==> src/rtl/morse_word_assembler.sv <==
// morse_word_assembler: builds words from character strobes and queues finished words in a show-ahead FIFO
module morse_word_assembler #(
  parameter int CHAR_W = 6,
  parameter int MAX_CHARS = 8,
  parameter logic [CHAR_W-1:0] SPACE_CODE = '1,
  parameter int DEPTH = 4,
  parameter int OVF_MODE = 0,
  parameter int CNT_W = $clog2(MAX_CHARS+1)
) (
  input  logic                        clk,
  input  logic                        rst_n,
  input  logic                        ce,
  input  logic                        char_valid,
  input  logic [CHAR_W-1:0]           char_in,
  input  logic                        error_in,
  input  logic                        word_end,
  output logic [CHAR_W*MAX_CHARS-1:0] live_word,
  output logic [CNT_W-1:0]            live_len,
  output logic                        live_active,
  output logic                        out_valid,
  input  logic                        out_ready,
  output logic [CHAR_W*MAX_CHARS-1:0] out_word,
  output logic [CNT_W-1:0]            out_len,
  output logic                        out_error,
  output logic                        out_trunc,
  output logic [7:0]                  drop_count
);
  localparam int WW = CHAR_W*MAX_CHARS;
  localparam int AW = $clog2(DEPTH);
  localparam int EW = WW+CNT_W+2;
  typedef enum logic {IDLE, BUILD} state_t;
  state_t state_q, state_d;
  logic [WW-1:0] word_q, word_d;
  logic [CNT_W-1:0] len_q, len_d;
  logic err_q, err_d, trunc_q, trunc_d;
  logic [AW:0] wr_q, wr_d, rd_q, rd_d;
  logic [7:0] drop_q, drop_d;
  logic [EW-1:0] mem_q [DEPTH];
  logic [EW-1:0] head;
  logic [WW-1:0] shifted, started;
  logic push, pop, full, empty, push_ok;
  assign shifted = (word_q << CHAR_W) | WW'(char_in);
  assign started = ({MAX_CHARS{SPACE_CODE}} << CHAR_W) | WW'(char_in);
  always_comb begin
    state_d = state_q;
    word_d = word_q;
    len_d = len_q;
    err_d = err_q;
    trunc_d = trunc_q;
    push = 1'b0;
    if (ce) begin
      if (word_end) begin
        push = state_q == BUILD;
        state_d = IDLE;
      end else if (char_valid) begin
        if (state_q == IDLE) begin
          word_d = started;
          len_d = CNT_W'(1);
          err_d = error_in;
          trunc_d = 1'b0;
          state_d = BUILD;
        end else if (len_q < CNT_W'(MAX_CHARS)) begin
          word_d = shifted;
          len_d = len_q + CNT_W'(1);
          err_d = err_q | error_in;
        end else begin
          // full word: mode 0 slides the window, mode 1 freezes the first characters
          trunc_d = 1'b1;
          word_d = OVF_MODE == 0 ? shifted : word_q;
          err_d = OVF_MODE == 0 ? err_q | error_in : err_q;
        end
      end
    end
  end
  assign empty = wr_q == rd_q;
  assign full = (wr_q[AW] != rd_q[AW]) && (wr_q[AW-1:0] == rd_q[AW-1:0]);
  assign pop = !empty && out_ready;
  assign push_ok = push && (!full || pop);
  always_comb begin
    wr_d = push_ok ? wr_q + 1'b1 : wr_q;
    rd_d = pop ? rd_q + 1'b1 : rd_q;
    drop_d = (push && full && !pop && drop_q != 8'd255) ? drop_q + 8'd1 : drop_q;
  end
  always_ff @(posedge clk or negedge rst_n)
    if (!rst_n) begin
      state_q <= IDLE;
      word_q <= {MAX_CHARS{SPACE_CODE}};
      len_q <= '0;
      err_q <= 1'b0;
      trunc_q <= 1'b0;
      wr_q <= '0;
      rd_q <= '0;
      drop_q <= '0;
    end else begin
      state_q <= state_d;
      word_q <= word_d;
      len_q <= len_d;
      err_q <= err_d;
      trunc_q <= trunc_d;
      wr_q <= wr_d;
      rd_q <= rd_d;
      drop_q <= drop_d;
    end
  always_ff @(posedge clk)
    if (push_ok) mem_q[wr_q[AW-1:0]] <= {word_q, len_q, err_q, trunc_q};
  assign head = mem_q[rd_q[AW-1:0]];
  assign live_word = word_q;
  assign live_len = len_q;
  assign live_active = state_q == BUILD;
  assign out_valid = !empty;
  assign out_word = head[EW-1:CNT_W+2];
  assign out_len = head[CNT_W+1:2];
  assign out_error = head[1];
  assign out_trunc = head[0];
  assign drop_count = drop_q;
endmodule

==> config.mk <==
export PLATFORM = sky130hd
export DESIGN_NAME = morse_word_assembler
export DESIGN_NICKNAME = d
export VERILOG_FILES = /design/src/rtl/morse_word_assembler.sv
export SDC_FILE = /design/constraint.sdc
export NUM_CORES = 1
export LEC_CHECK = 0
export CORE_ASPECT_RATIO = 1.5
export CORE_UTILIZATION = 60
export DETAILED_ROUTE_END_ITERATION = 16
export PLACE_DENSITY = 0.84
export SLEW_MARGIN = 40
export SYNTH_ARGS = -nofsm -noshare
export SYNTH_HDL_FRONTEND = slang
export SYNTH_SLANG_ARGS = --single-unit
export TNS_END_PERCENT = 100
==> constraint.sdc <==
create_clock -name clk -period 4.1 [get_ports clk]
set_input_delay 0.41 -clock clk [delete_from_list [all_inputs] [get_ports clk]]
set_output_delay 0.41 -clock clk [all_outputs]
set_load 0.01 [all_outputs]
==> flow_summary.json <==
{
  "hpwl_um": 13500,
  "critPathCaptureType": "primary output",
  "gr-total-overflow": 0,
  "synth.cell_area_mm2": 0.01081,
  "row_count": 59,
  "synth-async-reset-ratio_pct": 24.21,
  "drtPass1Iterations": 13,
  "hp-start": "char_in[1]",
  "pin_count": 129,
  "avgSynthCellArea_um2": 18.58,
  "power_density_mw_per_mm2": 629.6,
  "first_iter_violations": 488,
  "holdPathStages": 3,
  "r2r-end": "mem_q[0][50]",
  "nets": 738,
  "violations": "DRC",
  "diodes": 0,
  "ant_nets": 0,
  "cts_buffers": 24,
  "netlist.area_leader.share_pct": 59.98,
  "cts_sinks": 285,
  "synth_nets": 602,
  "path_max_fanout": 56,
  "start_util_pct": 61.81,
  "worstRegToRegCells": 4,
  "clock_skew_ns": 0.02311,
  "reg2reg_from": "rd_q[0]",
  "final_cell_mix": "216 x edfxtp_1, 127 x clkdlybuf4s50_1, 54 x mux4_2",
  "slew_viol_final": 0,
  "synthToLayoutAreaGrowth_pct": 21.49,
  "grt_max_degree": 70,
  "yosysSeqAreaShare_pct": 76.50,
  "worstSetupPathType": "flip-flop to primary output",
  "hold_path_end": "live_word[1]",
  "cellLeakagePower_nw": 4.643,
  "required_ns": 3.69,
  "status": "finished, violations left",
  "fillers": 928,
  "seq_area_mm2": 0.008279,
  "routabilityCongestion": 0.7251,
  "ir_drop_v": 0.0004782,
  "ys_types": 35,
  "synthCells": 582,
  "fmax_mhz": 318.1,
  "ff2ff_setup_slack_ns": 1.57,
  "cts_tree": "yes",
  "drive_gt1_share_pct": 22.55,
  "cts_buffer_depth": 3,
  "startpoint_type": "flip-flop",
  "layout_setup_ws_ns": 0.9567,
  "antenna_found_initial": 0,
  "die_area_mm2": 0.01858,
  "grt_pass1_wl_um": 35500,
  "synth_top_cell_by_area": "edfxtp_1",
  "synthTopCellsByArea": "edfxtp_1 60%, dfstp_2 12%, mux4_2 11%",
  "cts_resized": 0,
  "drc": 9,
  "grt_usage_pct": 25.71,
  "finalCritPeriodShare_pct": 76.67,
  "timing.final.hold_violations": 0,
  "synth-edff-count": 216,
  "worst_pin_slew_ns": 0.8426,
  "fin_crit_ns": 3.143,
  "mostFrequentLayoutCell": "edfxtp_1",
  "dieHeight_um": 166.4,
  "wl_per_cell_um": 23.94,
  "rsz0062_at_grt": "no",
  "cts_setup_buffers": 0,
  "vias": 5822,
  "die_w_um": 111.6,
  "synth_flop_cell": "edfxtp_1",
  "root_buffer": "clkbuf_16",
  "viasPerCell": 6.135,
  "finalSetupViolations": 0,
  "maxCapViolations": 0,
  "dp_slack_ns": 1.324,
  "ys_warn_count": 0,
  "core_mm2": 0.01750,
  "routed_wl_um": 22720,
  "portBuffers": 128,
  "path_clk_slew_ns": 0.07,
  "h-tree-depth": 1,
  "relSlewSlack_pct": 43.82,
  "grt_pass1_vias": 6232,
  "clk_latency_ns": 0.52,
  "worst_hold_path_type": "input port to flip-flop",
  "setup_tns_ns": 0,
  "multi_input_area_mm2": 0.002260,
  "cp_data_arrival_time_ns": 2.73,
  "ys_ff_latch": 285
}
-- area by class of cell --
type / instances / share of cell area [%]
Multi-Input combinational cell: 229 / 17.20
Timing Repair Buffer: 140 / 10.51
Sequential cell: 285 / 63.02
Tap cell: 213 / 2.029
Clock inverter: 12 / 0.8857
Inverter: 38 / 1.086
Clock buffer: 32 / 5.267
-- power by group --
group	internal (mW)	switching, mW
Combinational	1.26	1.02
Clock	1.31	0.982
Sequential	3.46	0.236
-- metrics by stage --
| stage | instance area [µm²] | utilization, % | power, mW | hold WS [ns] | cells |
|---|---|---|---|---|---|
| detailed placement | 12320 | 70.40 | 6.043 | 0.4648 | 904 |
| floorplan | 10810 | - | 4.940 | 0.1144 | 582 |
| finish | 13140 | 75.09 | 8.272 | 0.4118 | 949 |
| global route | 13140 | 75.09 | 8.583 | 0.4085 | 949 |
| CTS | 13140 | 75.08 | 8.347 | 0.3956 | 949 |
| global placement | 12310 | 70.34 | 5.966 | 0.4801 | 904 |
-- cells in the mapped netlist (5+ instances only) --
library cell,instances
edfxtp_1,216
mux4_2,54
dfstp_2,48
nor2_1,41
inv_1,38
a31oi_1,35
nand2_1,26
dfrtp_1,21
clkbuf_1,15
a21oi_1,11
xor2_1,9
ha_1,7
nor3b_1,7
buf_1,5
buf_4,5
xnor2_1,5
-- what timing repair did --
| item | CTS | global route |
|---|---|---|
| endpoints found under the hold margin | 21 | 0 |
| endpoints found under the setup margin | 0 | 0 |
| hold buffers | 1 | 0 |
-- worst max-delay path by stage --
stage | cells past startpoint | slack (ns) | endpoint | from
floorplan | 4 | 2.08 | mem_q[0][0] | wr_q[0]
global placement | 4 | 1.13 | mem_q[3][23] | out_ready
detailed placement | 4 | 1.32 | mem_q[1][42] | out_ready
CTS | 3 | 0.87 | out_word[14] | rd_q[0]
global route | 3 | 0.86 | out_word[14] | rd_q[0]
finish | 3 | 0.96 | out_word[14] | rd_q[0]
-- critical path, stage by stage, from the launching register on --
cell             delay, ns
dfrtp_4               0.43
clkbuf_8              0.58
mux4_2                0.65
clkdlybuf4s50_1       0.51
-- sequential cells by signal, indices dropped and copies added, names as in the netlist --
name,cells
trunc_q,1
mem_q,216
live_active,1
drop_count,8
err_q,1
live_len,4
rd_q,3
live_word,48
wr_q,3
-- layer usage --
metal	global-route usage [%]	wire length, µm	up-vias
met2	44.59	12210	244
met3	3.821	1288	56
met4	11.99	855	0
li1	-	-	2496
met1	32.12	8358	3026
met5	0	0	-
-- logic make-up after synthesis --
family / synth area share (%)
DFF: 76.50
buffers and inverters: 2.650
AOI/OAI and AO/OA: 3.055
and+or+nand+nor: 4.188
xor gates and xnor gates: 1.134
muxes: 11.66
adders and majority gates: 0.8099
Power figures use the tool's default switching activity.
